--- config.mk ---
export PLATFORM = sky130hd
export DESIGN_NAME = microcode_loader
export DESIGN_NICKNAME = d
export VERILOG_FILES = /design/src/rtl/mcode_pkg.sv /design/src/rtl/mcode_word_assembler.sv /design/src/rtl/microcode_loader.sv
export SDC_FILE = /design/constraint.sdc
export NUM_CORES = 1
export LEC_CHECK = 0
export ABC_AREA = 0
export BUFFER_PORTS_ARGS = -buffer_cell sky130_fd_sc_hd__buf_2
export CELL_PAD_IN_SITES_DETAIL_PLACEMENT = 0
export CELL_PAD_IN_SITES_GLOBAL_PLACEMENT = 1
export CORE_MARGIN = 2
export CORE_UTILIZATION = 49
export DETAILED_ROUTE_END_ITERATION = 10
export PLACE_DENSITY_LB_ADDON = 0.1
export SLEW_MARGIN = 20
export SYNTH_ARGS = -nofsm -noshare
export SYNTH_HDL_FRONTEND = slang
export SYNTH_HIERARCHICAL = 1
export SYNTH_SLANG_ARGS = --single-unit
--- constraint.sdc ---
create_clock -name clk -period 3.8 [get_ports clk]
set_input_delay 0.95 -clock clk [delete_from_list [all_inputs] [get_ports clk]]
set_output_delay 0.95 -clock clk [all_outputs]
set_load 0.05 [all_outputs]
--- src/rtl/mcode_pkg.sv ---
// Shared microcode-store definitions: table geometry, stream constants and
// loader state encoding. Also imported by the microcode read path.
package mcode_pkg;

  localparam int unsigned OPC_ENTRIES = 61;
  localparam int unsigned SUB_ENTRIES = 27;
  localparam int unsigned CTRL_W      = 59;
  localparam int unsigned OPC_AW      = 6;
  localparam int unsigned SUB_AW      = 5;
  localparam int unsigned IDX_W       = 5;
  localparam int unsigned BYTE_W      = 8;
  localparam int unsigned WORD_BYTES  = 8;
  localparam int unsigned BCNT_W      = 3;

  localparam logic [BYTE_W-1:0] HDR_BYTE = 8'hA5;

  typedef enum logic [2:0] {
    ST_IDLE,
    ST_HDR,
    ST_OPC,
    ST_SUB,
    ST_CHK,
    ST_DONE,
    ST_ERR
  } state_t;

endpackage

--- src/rtl/mcode_word_assembler.sv ---
// Little-endian byte-to-control-word assembler for the sub-op table.
// The eighth byte is taken straight from the input, so only seven bytes
// are stored; word bits above CTRL_W are padding and are dropped.
module mcode_word_assembler
  import mcode_pkg::*;
(
  input  logic              clk,
  input  logic              rst_n,
  input  logic              clr,
  input  logic              en,
  input  logic [BYTE_W-1:0] in_data,
  output logic              word_valid_c,
  output logic [CTRL_W-1:0] word_c
);

  localparam int unsigned SR_W = (WORD_BYTES - 1) * BYTE_W;

  logic [SR_W-1:0]   sr;
  logic [BCNT_W-1:0] byte_cnt;

  // Word completes on the accepted eighth byte.
  assign word_valid_c = en && (byte_cnt == BCNT_W'(WORD_BYTES - 1));
  assign word_c       = {in_data[CTRL_W-SR_W-1:0], sr};

  // Shift new bytes in at the top so byte 0 ends up in the low bits.
  always_ff @(posedge clk or negedge rst_n) begin
    if (!rst_n) begin
      sr       <= '0;
      byte_cnt <= '0;
    end else if (clr) begin
      sr       <= '0;
      byte_cnt <= '0;
    end else if (en) begin
      sr       <= {in_data, sr[SR_W-1:BYTE_W]};
      byte_cnt <= byte_cnt + BCNT_W'(1);
    end
  end

endmodule

--- src/rtl/microcode_loader.sv ---
// Microcode store writer: parses the boot byte stream (header, opcode
// indices, sub-op control words) and drives the two table write ports.
// Define MCODE_CHECKSUM_EN to require a trailing mod-256 checksum byte.
module microcode_loader
  import mcode_pkg::*;
(
  input  logic              clk,
  input  logic              rst_n,
  input  logic              start,
  input  logic [BYTE_W-1:0] in_data,
  input  logic              in_valid,
  output logic              in_ready,
  output logic              opc_we,
  output logic [OPC_AW-1:0] opc_waddr,
  output logic [IDX_W-1:0]  opc_wdata,
  output logic              sub_we,
  output logic [SUB_AW-1:0] sub_waddr,
  output logic [CTRL_W-1:0] sub_wdata,
  output logic              busy,
  output logic              done,
  output logic              error
);

  state_t              state_q, state_d;
  logic [OPC_AW-1:0]   opc_cnt_q, opc_cnt_d;
  logic [SUB_AW-1:0]   sub_cnt_q, sub_cnt_d;
  logic                opc_we_d, sub_we_d;
  logic [OPC_AW-1:0]   opc_waddr_d;
  logic [IDX_W-1:0]    opc_wdata_d;
  logic [SUB_AW-1:0]   sub_waddr_d;
  logic [CTRL_W-1:0]   sub_wdata_d;
  logic                active_d, done_d, error_d;
  logic                xfer_c, asm_clr_c, asm_en_c, word_valid_c;
  logic [CTRL_W-1:0]   word_c;
`ifdef MCODE_CHECKSUM_EN
  logic [BYTE_W-1:0]   sum_q, sum_d;
`endif

  assign xfer_c = in_valid && in_ready;

  mcode_word_assembler u_asm (
    .clk          (clk),
    .rst_n        (rst_n),
    .clr          (asm_clr_c),
    .en           (asm_en_c),
    .in_data      (in_data),
    .word_valid_c (word_valid_c),
    .word_c       (word_c)
  );

  // Next-state, counter and write-port decode.
  always_comb begin
    state_d     = state_q;
    opc_cnt_d   = opc_cnt_q;
    sub_cnt_d   = sub_cnt_q;
    opc_we_d    = 1'b0;
    opc_waddr_d = opc_waddr;
    opc_wdata_d = opc_wdata;
    sub_we_d    = 1'b0;
    sub_waddr_d = sub_waddr;
    sub_wdata_d = sub_wdata;
    asm_clr_c   = 1'b0;
    asm_en_c    = 1'b0;
`ifdef MCODE_CHECKSUM_EN
    sum_d       = sum_q;
`endif
    case (state_q)
      ST_IDLE, ST_DONE, ST_ERR: begin
        if (start) begin
          state_d   = ST_HDR;
          opc_cnt_d = '0;
          sub_cnt_d = '0;
          asm_clr_c = 1'b1;
`ifdef MCODE_CHECKSUM_EN
          sum_d     = '0;
`endif
        end
      end
      ST_HDR: begin
        if (xfer_c) state_d = (in_data == HDR_BYTE) ? ST_OPC : ST_ERR;
      end
      ST_OPC: begin
        if (xfer_c) begin
`ifdef MCODE_CHECKSUM_EN
          sum_d = sum_q + in_data;
`endif
          if ((in_data[BYTE_W-1:IDX_W] != '0) || (in_data[IDX_W-1:0] >= IDX_W'(SUB_ENTRIES))) begin
            state_d = ST_ERR;
          end else begin
            opc_we_d    = 1'b1;
            opc_waddr_d = opc_cnt_q;
            opc_wdata_d = in_data[IDX_W-1:0];
            if (opc_cnt_q == OPC_AW'(OPC_ENTRIES - 1)) state_d = ST_SUB;
            else opc_cnt_d = opc_cnt_q + OPC_AW'(1);
          end
        end
      end
      ST_SUB: begin
        if (xfer_c) begin
          asm_en_c = 1'b1;
`ifdef MCODE_CHECKSUM_EN
          sum_d = sum_q + in_data;
`endif
          if (word_valid_c) begin
            sub_we_d    = 1'b1;
            sub_waddr_d = sub_cnt_q;
            sub_wdata_d = word_c;
            if (sub_cnt_q == SUB_AW'(SUB_ENTRIES - 1)) begin
`ifdef MCODE_CHECKSUM_EN
              state_d = ST_CHK;
`else
              state_d = ST_DONE;
`endif
            end else begin
              sub_cnt_d = sub_cnt_q + SUB_AW'(1);
            end
          end
        end
      end
`ifdef MCODE_CHECKSUM_EN
      ST_CHK: begin
        if (xfer_c) state_d = (in_data == sum_q) ? ST_DONE : ST_ERR;
      end
`endif
      default: state_d = state_q;
    endcase
    active_d = (state_d == ST_HDR) || (state_d == ST_OPC) ||
               (state_d == ST_SUB) || (state_d == ST_CHK);
    done_d   = (state_d == ST_DONE);
    error_d  = (state_d == ST_ERR);
  end

  // State, counters and registered outputs.
  always_ff @(posedge clk or negedge rst_n) begin
    if (!rst_n) begin
      state_q   <= ST_IDLE;
      opc_cnt_q <= '0;
      sub_cnt_q <= '0;
      in_ready  <= 1'b0;
      opc_we    <= 1'b0;
      opc_waddr <= '0;
      opc_wdata <= '0;
      sub_we    <= 1'b0;
      sub_waddr <= '0;
      sub_wdata <= '0;
      busy      <= 1'b0;
      done      <= 1'b0;
      error     <= 1'b0;
    end else begin
      state_q   <= state_d;
      opc_cnt_q <= opc_cnt_d;
      sub_cnt_q <= sub_cnt_d;
      in_ready  <= active_d;
      opc_we    <= opc_we_d;
      opc_waddr <= opc_waddr_d;
      opc_wdata <= opc_wdata_d;
      sub_we    <= sub_we_d;
      sub_waddr <= sub_waddr_d;
      sub_wdata <= sub_wdata_d;
      busy      <= active_d;
      done      <= done_d;
      error     <= error_d;
    end
  end

`ifdef MCODE_CHECKSUM_EN
  // Running checksum of post-header bytes.
  always_ff @(posedge clk or negedge rst_n) begin
    if (!rst_n) sum_q <= '0;
    else        sum_q <= sum_d;
  end
`endif

endmodule

==> summary.txt, run 1 <==
Run status
  – Outcome: finished clean

Timing
  – Max-slew headroom: 28.1%
  – Tmin final: 2.84 ns
  – Max Slew Vio Count: 0
  – TNS Setup: 0 ns
  – Fin. Hold Viols: 0
  – Fin crit share: 74.7%
  – Setup Skew: around 0.0075 ns
  – RSZ-0062 raised after global routing: false
  – WHS: about 0.47 ns
  – Maximum clock frequency: approximately 0.35 GHz
  – Worst-Margin Slew: ~1.1 ns
  – # setup viols final: 0

Setup path
  – Critical path fanouts, max: between 40 and 50
  – CP arrival: approximately 3.1 ns
  – Worst Path Required: slightly above 4 ns
  – Worst path buffer plus inverter count: 1
  – Crit-path leading delay family: simple AND/OR/NAND/NOR gates
  – Crit-path max cell delay: 0.59 ns
  – Crit Reg-Reg Endpoint: sub_wdata[49]$_DFFE_PN0P_
  – Crit end category: flop
  – Crit-path cells: and3b_1, and2_4, and2_1, and3_1, and2_4, buf_12, mux2_2
  – R2R depth: 7
  – Crit path launch: state_q[0]$_DFF_PN0_
  – Cell repeated most along the worst path: and2_4
  – Worst r2r src: state_q[0]$_DFF_PN0_
  – Critical path class: flop to flop
  – CP max stage cell: dfrtp_1
  – Reg2reg setup slack: roughly 0.96 ns
  – Startpoint types: flop

Drt
  – Routed wire per std cell: around 16 um
  – Via density: just over 5
  – Post-Route WL: between 10 and 15 mm
  – Initial DRC count: ~220
  – DR pass1 iterations: 6
  – Vias: about 4000
  – DRC Markers: 0
  – Post-DRT Antenna Nets: 0

GRT
  – Number of global-route vias before repair: 4051
  – Largest net degree at the start of global routing: a little under 80
  – First-pass GRT wire length: ~21 mm
  – Tot GR Track Use: a little under a fifth
  – Remaining Overflow, GRT: 0
  – Antenna violations before repair: 0

Hold path
  – Min-Delay Path Class: flop to flop
  – Cells on Worst Hold Path: 2
  – Hold path startpoint: opc_waddr[2]$_DFFE_PN0P_
  – Hold EP: opc_waddr[2]$_DFFE_PN0P_

Synthesis
  – Top FF cell, synth: dfrtp_1
  – Synth async-reset ratio: 100%
  – Netlist Area Pre-Place: roughly 6400 um^2
  – Top cell type's share of synthesized area: 59.8%
  – Syn. warnings: 6
  – Avg Inst Size Synth: around 13 um^2
  – Seq cells post-synth: roughly 150
  – Ranking of synthesized cells by area: dfrtp_1 (60%), mux2_2 (11%), mux2i_1 (9.7%), nor2_1 (3.9%), nand2_1 (1.9%)
  – Number of flops mapped to enable cells by yosys: 0
  – Cell taking the most area after synthesis: dfrtp_1
  – Syn Nets: between 500 and 600
  – Post-Synthesis Cells: 494
  – Post-synthesis sequential area ratio: between 50% and 60%
  – Synth cell types: 40

Placement
  – GPL Wtd Cong: between 0.7 and 0.8
  – Port-buffer cells: a little over 90
  – Post-DP HPWL: between 8 and 9 mm

Clocking
  – Post-CTS Resized: 0
  – CTS H-tree depth: 4
  – CTS tree: done
  – Number of CTS-inserted buffers: 17
  – Later-pin clock latency in the skew report: between 0.4 and 0.5 ns
  – Clock buffer depth: 2
  – Postcts setup bufs: 0
  – Clock transition at path regs: 0.06 ns
  – Root buffer cell: clkbuf_16
  – Hold_buf cts: 0
  – Clock sinks: about 150

Power and ir drop
  – Max VDD drop: around 0.55 mV
  – Leakage Power: ~0.004 uW
  – Power density over the cells: ~610 nW/um^2

Cells and area
  – Number of fillers in the final layout: roughly 1100
  – N_diodes: 0
  – Share of cells above drive strength 1: about a third
  – Area grow syn2layout: 17.2%
  – Nets: about 600

Floorplanning
  – Die W: between 100 and 150 um
  – Row count: slightly above 40
  – Die H: 118 um
  – Die ar.: roughly 14000 um^2
  – Top-level port count: slightly above 90
  – Core outline area: ~13000 um^2
  – Initial Utilization: between 50 and 60%

Run
  – Max-cap violations: 0
## worst reg2reg max path, stage by stage (launching register included)
cell	delay, ns
dfrtp_1	0.59
and3b_1	0.37
and2_4	0.18
and2_1	0.14
and3_1	0.24
and2_4	0.59
buf_12	0.26
mux2_2	0.35
## where the power goes
| part | switching [uW] | total, uW | internal (uW) | leakage [uW] |
|---|---|---|---|---|
| clock | 626 | 1630 | 1010 | 0.000280 |
| sequential | 211 | 2050 | 1840 | 0.00211 |
| combinational | 570 | 892 | 323 | 0.00152 |
## layout by cell type, fill, tap and decap left out, drive strengths merged, types with 3 or more instances in the layout
| cell type | count |
|---|---|
| nand2 | 32 |
| o21ai | 7 |
| o22ai | 3 |
| o31ai | 3 |
| and3 | 3 |
| inv | 7 |
| nor2 | 66 |
| and2 | 6 |
| clkbuf | 27 |
| mux2 | 64 |
| nand4 | 3 |
| buf | 98 |
| a21oi | 7 |
| xor2 | 3 |
| nand3 | 7 |
| dfrtp | 153 |
| mux2i | 62 |
| xnor2 | 3 |
| or4 | 3 |
| ha | 6 |
## routing by layer
layer	up-vias	part of all wire, %	global-route usage (%)
met1	1982	50	27.7
met4	0	1.2	6.78
met2	82	45	27.8
met3	11	4.1	5.16
met5	-	0	0
li1	1875	-	-
## metrics by stage
stage | std cells | power, uW | util [%] | worst slack, ns | instance area [um^2]
4_1_cts | 763 | 4610 | 59.2 | 0.936 | 7500
3_5_place_dp | 731 | 2970 | 54.6 | 0.694 | 6920
3_3_place_gp | 731 | 2950 | 54.6 | 0.742 | 6920
5_1_grt | 763 | 4820 | 59.2 | 0.767 | 7500
2_1_floorplan | 494 | 2770 | - | 0.921 | 6400
6_report | 763 | 4570 | 59.2 | 0.963 | 7500
## worst max-delay path by stage
| stage | end | slack, ns | cells after the start |
|---|---|---|---|
| floorplan | sub_waddr[4]$_DFFE_PN0P_ | 0.92 | 10 |
| detailed placement | sub_wdata[54]$_DFFE_PN0P_ | 0.69 | 8 |
| CTS | sub_wdata[54]$_DFFE_PN0P_ | 0.94 | 7 |
| finish | sub_wdata[49]$_DFFE_PN0P_ | 0.96 | 7 |
| global placement | sub_wdata[58]$_DFFE_PN0P_ | 0.74 | 8 |
| global route | sub_wdata[55]$_DFFE_PN0P_ | 0.77 | 7 |
## area by class of cell
type	count	area [um^2]	share of cell area, %
Tap cell	172	215	2.87
Clock inverter	5	58.8	0.784
Timing Repair Buffer	98	549	7.32
Inverter	7	26.3	0.350
Sequential cell	153	3830	51.0
Multi-Input combinational cell	301	2300	30.7
Clock buffer	27	523	6.97
## flip-flops by register name, indices dropped and copies added, names as in the netlist
| name | flops |
|---|---|
| u_asm/sr | 56 |
| opc_waddr | 6 |
| sub_waddr | 5 |
| sub_wdata | 59 |
| error | 1 |
| state_q | 3 |
| done | 1 |
| u_asm/byte_cnt | 3 |
| opc_we | 1 |
| opc_cnt_q | 6 |
| opc_wdata | 5 |
| sub_we | 1 |
| busy | 1 |
| sub_cnt_q | 5 |
## synth_stat cells, types with 2 or more instances
master / number
buf_6: 4
or4_1: 3
xnor2_1: 3
and4b_1: 2
dfrtp_1: 153
mux2_2: 64
mux2i_1: 62
o31ai_1: 3
buf_2: 11
xor2_1: 3
and3b_1: 2
nand4b_1: 2
inv_1: 7
nand2_1: 32
nor4b_1: 2
and2_1: 6
a21oi_1: 7
a21boi_0: 2
buf_4: 4
buf_8: 5
nor2b_1: 2
nand3_1: 7
and3_1: 3
nand4_1: 3
nand2b_1: 2
nor2_1: 66
ha_1: 6
o21ai_0: 7
o22ai_1: 3
clkbuf_1: 8
## logic make-up (layout without fill, tap and decap cells)
kind of cell	after synthesis	count (layout)	share of synthesized area, %
xor+xnor	6	6	0.821
buf+inv	40	137	4.40
mux	126	126	21.0
fa+ha+maj	6	6	1.17
compound gates	29	29	3.07
simple gates	134	134	9.77
flops	153	153	59.8
Note: power is estimated with default switching activity, not from simulation.
==> run 2: changes to the inputs <==
Settings changed: CORE_UTILIZATION 49 to 42.
Clock period 3.8 ns to 2.4 ns, I/O delays scaled along.
==> summary.txt, run 2 (synthesis results as in run 1) <==
Floorplanning
  – Die H: ~130 um
  – Die ar.: 16200 um^2
  – Top-level port count: 93
  – Die W: between 100 and 150 um
  – Core outline area: about 15000 um^2
  – Initial Utilization: about 43%
  – Row count: between 40 and 50

Cells and area
  – Max reg flops: slightly below 60
  – Commonest non-fill, non-tap cell in the layout: dfrtp_1
  – Most frequent cells in the layout: dfrtp_1 (152), buf_2 (91), nor2_1 (65)
  – Largest Register: sub_wdata
  – Final std cells w/o fill: roughly 790
  – Share of cells above drive strength 1: 34.1%
  – Biggest regs: sub_wdata: 59 flops, u_asm/sr: 56 flops
  – Nets: slightly above 600
  – Area grow syn2layout: 19.0%
  – Number of fillers in the final layout: between 1000 and 1500
  – N_diodes: 0

Timing
  – Tmin final: roughly 2.2 ns
  – Max-slew headroom: around 69%
  – RSZ-0062 raised after global routing: false
  – Maximum clock frequency: ~0.46 GHz
  – Max Slew Vio Count: 0
  – Worst-Margin Slew: 0.454 ns
  – Fin crit share: 89.7%
  – Fin. Hold Viols: 0
  – Setup Skew: around 0.0087 ns
  – # setup viols final: 0
  – WHS: approximately 0.11 ns

Clocking
  – CTS tree: done
  – Hold_buf cts: 0
  – Post-CTS Resized: 0
  – CTS H-tree depth: 4
  – Root buffer cell: clkbuf_16
  – Number of CTS-inserted buffers: 17
  – Clock transition at path regs: 0.06 ns
  – Clock sinks: 153
  – Later-pin clock latency in the skew report: approximately 0.41 ns
  – Clock buffer depth: 2
  – Postcts setup bufs: 0

Setup path
  – Worst Path Required: around 2.7 ns
  – Crit-path cells: and3b_1, and2_4, and2_1, and3_4, and2_4, buf_12, mux2_2
  – Crit Reg-Reg Endpoint: sub_wdata[14]$_DFFE_PN0P_
  – CP arrival: approximately 2.5 ns
  – Crit end category: flop
  – Cell repeated most along the worst path: and2_4
  – Reg2reg setup slack: roughly 0.25 ns
  – Critical path fanouts, max: 37
  – Critical path class: flop to flop
  – CP max stage cell: dfrtp_1
  – Worst r2r src: state_q[0]$_DFF_PN0_
  – Crit-path max cell delay: around 0.47 ns
  – Startpoint types: flop
  – R2R depth: 7

GRT
  – Largest net degree at the start of global routing: 63
  – Antenna violations before repair: 1
  – Number of global-route vias before repair: 4025
  – First-pass GRT wire length: between 20 and 25 mm
  – Remaining Overflow, GRT: 0
  – Tot GR Track Use: ~17%

Placement
  – Post-DP HPWL: approximately 8.4 mm
  – Port-buffer cells: a little over 90
  – GPL Wtd Cong: about 0.78
  – DP Cell Count: about 760

Drt
  – DR pass1 iterations: 5
  – Post-DRT Antenna Nets: 0
  – Vias: 3992
  – Via density: 5.07
  – Post-Route WL: 12.9 mm
  – DRC Markers: 0
  – Routed wire per std cell: between 15 and 20 um
  – Initial DRC count: 183

Power and ir drop
  – Power density over the cells: about 960 nW/um^2
  – Max VDD drop: around 0.54 mV
  – Leakage Power: 0.00395 uW

Run
  – Max-cap violations: 0

Hold path
  – Min-Delay Path Class: input pin to asynchronous set/reset pin

Run status
  – Outcome: finished clean
## run 2: how the worst max path moves through the flow
stage                    startpoint                         to
2_1_floorplan              in_valid   sub_waddr[4]$_DFFE_PN0P_
3_3_place_gp               in_valid            error$_DFF_PN0_
3_5_place_dp               in_valid  sub_wdata[31]$_DFFE_PN0P_
4_1_cts        state_q[0]$_DFF_PN0_   sub_wdata[1]$_DFFE_PN0P_
5_1_grt        state_q[0]$_DFF_PN0_   sub_wdata[1]$_DFFE_PN0P_
6_report       state_q[0]$_DFF_PN0_  sub_wdata[14]$_DFFE_PN0P_
## run 2: where the power goes
part | internal (uW) | switching, uW
registers | 2910 | 281
logic | 587 | 982
clock network | 1540 | 992
total | 5030 | 2260
## run 2: metal layers
layer / global-route usage (%) / wire length [um] / vias to the layer above
met5: 0 / 0 / -
met4: 6.72 / 177 / 0
met3: 4.48 / 592 / 14
met2: 23.7 / 5630 / 97
met1: 25.2 / 6470 / 1989
li1: - / - / 1892
## run 2: area by class of cell
cell class	count	area (um^2)	share of cell area (%)
Multi-Input combinational cell	301	2310	30.3
Timing Repair Buffer	107	654	8.59
Clock inverter	5	62.6	0.821
Tap cell	188	235	3.09
Sequential cell	153	3830	50.3
Inverter	7	26.3	0.345
Clock buffer	26	499	6.55
## run 2: worst max-delay path, delay by kind of cell, from the launching register on
kind          cells  cell delay, ns
buf+inv           1            0.21
simple gates      5            0.96
flops             1            0.47
mux               1            0.36
## run 2: through the flow
| stage | setup slack [ns] | setup TNS, ns | util [%] | total power, uW | instance area [um^2] |
|---|---|---|---|---|---|
| finish | 0.248 | 0 | 50.7 | 7290 | 7620 |
| global route | 0.141 | 0 | 50.7 | 7710 | 7620 |
| CTS | 0.242 | 0 | 50.7 | 7380 | 7620 |
| detailed placement | 0.0745 | 0 | 46.9 | 4820 | 7050 |
| global placement | 0.121 | 0 | 46.9 | 4790 | 7050 |
| floorplan | -0.0132 | -0.481 | - | 4390 | 6420 |
